===== src/rtl/slurm32_cpu_divider.sv =====
// Iterative restoring divider for the SLURM32 execute stage: one quotient bit per clock,
// with signed/unsigned operands, divide-by-zero and overflow flags, and abort support.
module slurm32_cpu_divider #(
    parameter int BITS = 32
) (
    input  logic            CLK,
    input  logic            RSTb,
    input  logic [BITS-1:0] A,
    input  logic [BITS-1:0] B,
    input  logic            start,
    input  logic            is_signed,
    input  logic            abort,
    output logic [BITS-1:0] quotient,
    output logic [BITS-1:0] remainder,
    output logic            busy,
    output logic            done,
    output logic            C,
    output logic            Z,
    output logic            S,
    output logic            V
);

    localparam int CW = $clog2(BITS);
    localparam logic [BITS-1:0] MostNeg = {1'b1, {(BITS-1){1'b0}}};

    typedef enum logic [2:0] {
        IDLE,
        PREP,
        ITER,
        FIXUP,
        DONE
    } stateT;

    stateT           state;
    stateT           nextState;

    logic [BITS-1:0] aReg;
    logic [BITS-1:0] bReg;
    logic            signedReg;
    logic [BITS-1:0] dvd;
    logic [BITS-1:0] dvsr;
    logic [BITS-1:0] rem;
    logic [CW-1:0]   count;
    logic            negQ;
    logic            negR;
    logic            divZero;

    logic [BITS-1:0] absA;
    logic [BITS-1:0] absB;
    logic [BITS:0]   remShift;
    logic [BITS:0]   diff;
    logic            qBit;
    logic            lastStep;
    logic [BITS-1:0] qFinal;
    logic [BITS-1:0] rFinal;
    logic            overflow;

    // The most-negative operand negates to itself, which reads correctly as unsigned 2^(BITS-1).
    assign absA     = (signedReg && aReg[BITS-1]) ? -aReg : aReg;
    assign absB     = (signedReg && bReg[BITS-1]) ? -bReg : bReg;

    assign remShift = {rem, dvd[BITS-1]};
    assign diff     = remShift - {1'b0, dvsr};
    assign qBit     = ~diff[BITS];
    assign lastStep = (count == CW'(BITS - 1));

    assign qFinal   = negQ ? -dvd : dvd;
    assign rFinal   = negR ? -rem : rem;
    assign overflow = signedReg && (aReg == MostNeg) && (bReg == '1);

    always_ff @(posedge CLK or negedge RSTb) begin
        if (!RSTb) begin
            state <= IDLE;
        end else begin
            state <= nextState;
        end
    end

    always_comb begin
        nextState = state;
        case (state)
            IDLE:    if (start) nextState = PREP;
            PREP: begin
                if (abort)            nextState = IDLE;
                else if (bReg == '0)  nextState = FIXUP;
                else                  nextState = ITER;
            end
            ITER: begin
                if (abort)            nextState = IDLE;
                else if (lastStep)    nextState = FIXUP;
            end
            FIXUP:   nextState = abort ? IDLE : DONE;
            DONE:    nextState = IDLE;
            default: nextState = IDLE;
        endcase
    end

    always_ff @(posedge CLK or negedge RSTb) begin
        if (!RSTb) begin
            aReg      <= '0;
            bReg      <= '0;
            signedReg <= 1'b0;
            dvd       <= '0;
            dvsr      <= '0;
            rem       <= '0;
            count     <= '0;
            negQ      <= 1'b0;
            negR      <= 1'b0;
            divZero   <= 1'b0;
            quotient  <= '0;
            remainder <= '0;
            busy      <= 1'b0;
            done      <= 1'b0;
            C         <= 1'b0;
            Z         <= 1'b0;
            S         <= 1'b0;
            V         <= 1'b0;
        end else begin
            busy <= (nextState == PREP) || (nextState == ITER) || (nextState == FIXUP);
            done <= (nextState == DONE);
            case (state)
                IDLE: begin
                    if (start) begin
                        aReg      <= A;
                        bReg      <= B;
                        signedReg <= is_signed;
                    end
                end
                PREP: begin
                    dvd     <= absA;
                    dvsr    <= absB;
                    rem     <= '0;
                    count   <= '0;
                    negQ    <= signedReg & (aReg[BITS-1] ^ bReg[BITS-1]);
                    negR    <= signedReg & aReg[BITS-1];
                    divZero <= (bReg == '0);
                end
                ITER: begin
                    rem   <= qBit ? diff[BITS-1:0] : remShift[BITS-1:0];
                    dvd   <= {dvd[BITS-2:0], qBit};
                    count <= count + 1'b1;
                end
                FIXUP: begin
                    // An abort landing on the fixup cycle must leave the previous results intact.
                    if (!abort) begin
                        if (divZero) begin
                            quotient  <= '1;
                            remainder <= aReg;
                            C         <= 1'b1;
                            Z         <= 1'b0;
                            S         <= 1'b1;
                            V         <= 1'b0;
                        end else begin
                            quotient  <= qFinal;
                            remainder <= rFinal;
                            C         <= 1'b0;
                            Z         <= (qFinal == '0);
                            S         <= qFinal[BITS-1];
                            V         <= overflow;
                        end
                    end
                end
                default: ;
            endcase
        end
    end

endmodule


===== config.mk =====
export PLATFORM = sky130hd
export DESIGN_NAME = slurm32_cpu_divider
export DESIGN_NICKNAME = d
export VERILOG_FILES = /design/src/rtl/slurm32_cpu_divider.sv
export SDC_FILE = /design/constraint.sdc
export NUM_CORES = 1
export LEC_CHECK = 0
export CAP_MARGIN = 10
export CORE_MARGIN = 2
export CORE_UTILIZATION = 40
export CTS_CLUSTER_SIZE = 24
export DETAILED_ROUTE_END_ITERATION = 6
export GPL_TIMING_DRIVEN = 0
export PLACE_DENSITY = 0.71
export RECOVER_POWER = 25
export SLEW_MARGIN = 0
export SYNTH_ARGS = -nofsm -noshare
export SYNTH_HDL_FRONTEND = slang
export SYNTH_SLANG_ARGS = --single-unit

===== constraint.sdc =====
create_clock -name CLK -period 9 [get_ports CLK]
set_clock_uncertainty 0.05 [all_clocks]
set_input_delay 2.7 -clock CLK [delete_from_list [all_inputs] [get_ports CLK]]
set_output_delay 2.7 -clock CLK [all_outputs]
set_load 0.005 [all_outputs]

==> results.sh <==
export IMPL_yosysWarningCount=0
export IMPL_async_reset_ff_share_pct=100
export IMPL_start_util_pct=40.5
export IMPL_h_tree_depth=1
export IMPL_p_clk_share_pct=18.8
export IMPL_hold_viol_final=0
export IMPL_row_count=68
export IMPL_area_delta_synth_final_pct=21.3
export IMPL_rsz0062_at_grt="false"
export IMPL_cpPeakStageDelay_ns=1.04
export IMPL_wirelength_mm=40.9
export IMPL_cap_violations=1
export IMPL_power_density_mw_per_mm2=375
export IMPL_drt_first_pass_iters=7
export IMPL_total_leakage_power_nw=7.10
export IMPL_switchingPower_mw=2.70
export IMPL_core_area_mm2=0.0345
export IMPL_ys_seq_elements=241
export IMPL_grt_pass1_vias=12100
export IMPL_synth_fp_nets=1641
export IMPL_fin_crit_ns=6.17
export IMPL_cts_root_buf="clkbuf_16"
export IMPL_viasPerCell=5.55
export IMPL_slowest_stage="nor2_1"
export IMPL_switching_share_pct=42.3
export IMPL_syn_area_mm2=0.0140
export IMPL_drive_above_1_share_pct=7.94
export IMPL_reg2reg_depth=15
export IMPL_layout_nets=1812
export IMPL_pin_count=139
export IMPL_port_buffer_count=138
export IMPL_syn_inst=1532
export IMPL_cts_tree="built"
export IMPL_post_cts_buffers=0
export IMPL_clk_latency_ns=0.57
export IMPL_grt_usage_pct=22.4
export IMPL_max_slew_margin_pct=-42.1
export IMPL_overflow=0
export IMPL_cp_start_kind="primary input"
export IMPL_clk_pin_slew_ns=0.06
export IMPL_finalSetupViolCount=0
export IMPL_grt_pass1_wl_mm=65.2
export IMPL_die_area_mm2=0.0365
export IMPL_ant_nets=0
export IMPL_die_x_um=191
export IMPL_path_max_fanout=10
export IMPL_syn_avg_cell_area_um2=9.14
export IMPL_setup_tns_ns=0
export IMPL_worst_pin_slew_ns=2.13
export IMPL_pwr_share_comb_pct=48.8
export IMPL_critPathRequiredTime_ns=9.42
export IMPL_final_cell_count_no_fill=2180
export IMPL_drv_slew=33
export IMPL_num_antenna_cells=0
export IMPL_cpMostUsedCell="nor2_1"
export IMPL_vias=12100
export IMPL_worstSetupPathType="primary input to flip-flop"
export IMPL_ir_drop_uv=192
export IMPL_numClockSinks=241
export IMPL_cts_hold_fix_buffers=0
export IMPL_synth_main_ff_cell="dfrtp_1"
export IMPL_ys_seq_area_share_pct=43.1
export IMPL_path_depth=9
export IMPL_fp_dieH_um=191
export IMPL_routabilityCongestion=0.930
export IMPL_crit_path_end_kind="flip-flop"
export IMPL_timing_hold_ws_ns=0.426
export IMPL_final_area_mm2=0.0170
export IMPL_grt_max_degree=111
export IMPL_drt_iter0_drc=737
export IMPL_crit_path_cell_trace="clkdlybuf4s50_1 -> nor2_1 -> nand3_1 -> nor2_1 -> nand2_1 -> or4b_1 -> nor4_1 -> nand4_1 -> o31ai_1"
export IMPL_post_cts_resized=0
export IMPL_place_detailed_hpwl_mm=31.3
export IMPL_antenna_found_initial=0
export IMPL_postPlaceCellArea_mm2=0.0160
export IMPL_finalCritPeriodShare_pct=68.5
export IMPL_cp_top_family="simple AND/OR/NAND/NOR gates"
export IMPL_fillCellCount=3319
export IMPL_hold_path_class="flip-flop to flip-flop"
export IMPL_synth_edf_count=0
export IMPL_worst_path_buf_inv=1
export IMPL_p_int_mw=3.68
export IMPL_wl_per_cell_um=18.8
export IMPL_cts_buffers=28
export IMPL_crit_arrival_ns=6.59
export IMPL_fmax_mhz=162
export IMPL_dp_cells=2127
export IMPL_holdPathStages=2
export IMPL_cts_max_path_buffers=3
export IMPL_outcome="complete, but fails checks"
export IMPL_violations="DRC, capacitance limit, slew limit"
export IMPL_ys_types=70
export IMPL_p_seq_share_pct=32.3
export IMPL_drc=1
[synth_stat cells, types with 3 or more instances]
| cell | instances | share of area [%] |
|---|---|---|
| o31a_1 | 3 | 0.19 |
| a21o_1 | 13 | 0.70 |
| nor3_1 | 22 | 0.79 |
| nor2_1 | 115 | 3.1 |
| nor4_1 | 14 | 0.63 |
| o21a_1 | 9 | 0.48 |
| mux2i_1 | 33 | 2.4 |
| nand2_1 | 169 | 4.5 |
| nand2b_1 | 9 | 0.40 |
| or3_1 | 9 | 0.40 |
| and3_1 | 4 | 0.18 |
| buf_2 | 6 | 0.21 |
| o21bai_1 | 3 | 0.16 |
| o22a_1 | 3 | 0.19 |
| and2_1 | 7 | 0.31 |
| inv_1 | 51 | 1.4 |
| or4_1 | 11 | 0.59 |
| mux2_2 | 59 | 4.7 |
| clkbuf_1 | 73 | 2.0 |
| buf_1 | 11 | 0.29 |
| xnor2_1 | 64 | 4.0 |
| xor2_1 | 85 | 5.3 |
| or4_4 | 6 | 0.48 |
| a21oi_1 | 110 | 3.9 |
| o41ai_1 | 9 | 0.56 |
| o21ai_1 | 13 | 0.46 |
| ha_1 | 39 | 3.5 |
| a221o_1 | 4 | 0.29 |
| a22oi_1 | 29 | 1.6 |
| dfrtp_1 | 241 | 43 |
| nor2b_1 | 7 | 0.31 |
| nand3_1 | 24 | 0.86 |
| o21ai_0 | 169 | 6.0 |
| a31oi_1 | 12 | 0.54 |
| nand4_1 | 17 | 0.76 |
| nor3b_1 | 3 | 0.16 |
| o31ai_1 | 27 | 1.4 |
| a22o_1 | 5 | 0.31 |
[cell usage in the layout (no fill, tap or decap), types with 11 or more instances in the layout]
master	instances
nand2_1	169
mux2i_1	33
clkbuf_16	28
inv_1	51
nand3_1	24
a31oi_1	12
a21o_1	13
o21ai_0	169
xnor2_1	64
nand4_1	17
a22oi_1	29
nor3_1	22
a21oi_1	110
mux2_2	59
xor2_1	85
nor4_1	14
nor2_1	115
ha_1	39
or4_1	11
o21ai_1	13
o31ai_1	27
clkbuf_1	79
clkdlybuf4s50_1	137
dfrtp_1	241
[worst paths after layout]
path                                       from                   end  slack, ns
max                                       abort         Z$_DFFE_PN0P_       2.83
min                        dvsr[27]$_DFFE_PN0P_  dvsr[27]$_DFFE_PN0P_       0.43
max reg2reg                 dvd[31]$_DFFE_PN0P_   rem[24]$_DFFE_PN0P_       4.02
min reg2reg                dvsr[27]$_DFFE_PN0P_  dvsr[27]$_DFFE_PN0P_       0.43
max in group asynchronous                  RSTb   bReg[9]$_DFFE_PN0P_       4.79
min in group asynchronous                  RSTb         Z$_DFFE_PN0P_       2.70
[registers in the layout (all words and copies together), names as in the netlist, 3 cells and up]
signal	count
aReg	32
bReg	32
dvd	32
dvsr	32
quotient	32
rem	32
remainder	32
count	5
state	3
[power groups by stage]
stage	sequential [mW]	clock [mW]	combinational, mW
floorplan	1.90	0	2.18
global placement	2.04	0	3.03
detailed placement	2.07	0	3.08
CTS	2.05	1.21	3.10
global route	2.12	1.26	3.46
finish	2.06	1.20	3.11
[worst min-delay path, delay by kind of cell, from the launching register on]
kind            cells  cell delay (ns)
flops               1             0.34
compound gates      1             0.06
simple gates        1             0.05
[cells by family (layout without fill, tap and decap cells)]
family / after synthesis / after routing / share of synthesized area [%]
and+or+nand+nor: 435 / 435 / 14.5
AOI/OAI and AO/OA: 432 / 432 / 18.4
DFF: 241 / 241 / 43.1
xor gates and xnor gates: 149 / 149 / 9.32
buffers and inverters: 143 / 336 / 3.92
muxes: 92 / 92 / 7.11
adders and majority gates: 40 / 40 / 3.63
[metrics by stage]
| stage | power (mW) | setup slack (ns) | utilization [%] |
|---|---|---|---|
| after global routing | 6.84 | 2.75 | 49.2 |
| after CTS | 6.37 | 2.87 | 49.2 |
| after global placement | 5.07 | -4.92 | 46.2 |
| after floorplan | 4.08 | 4.24 | - |
| final | 6.37 | 2.83 | 49.2 |
| after detailed placement | 5.15 | 2.29 | 46.3 |
[final cells by class]
type	instances	area, um^2	share of cell area (%)
clock inverters	18	226	1.33
plain buffers	91	353	2.08
well taps	455	569	3.35
clock buffers	34	753	4.44
multi-input cells	1148	7420	43.7
flip-flops and latches	241	6030	35.5
inverters	52	195	1.15
repair buffers	141	1440	8.45
[per-layer routing]
| metal | wire (um) | GRT usage (%) |
|---|---|---|
| met5 | 0 | 0 |
| met3 | 2490 | 2.44 |
| met1 | 17100 | 28.6 |
| met2 | 20000 | 39.7 |
| met4 | 1320 | 6.98 |
Note: power is estimated with default switching activity, not from simulation.
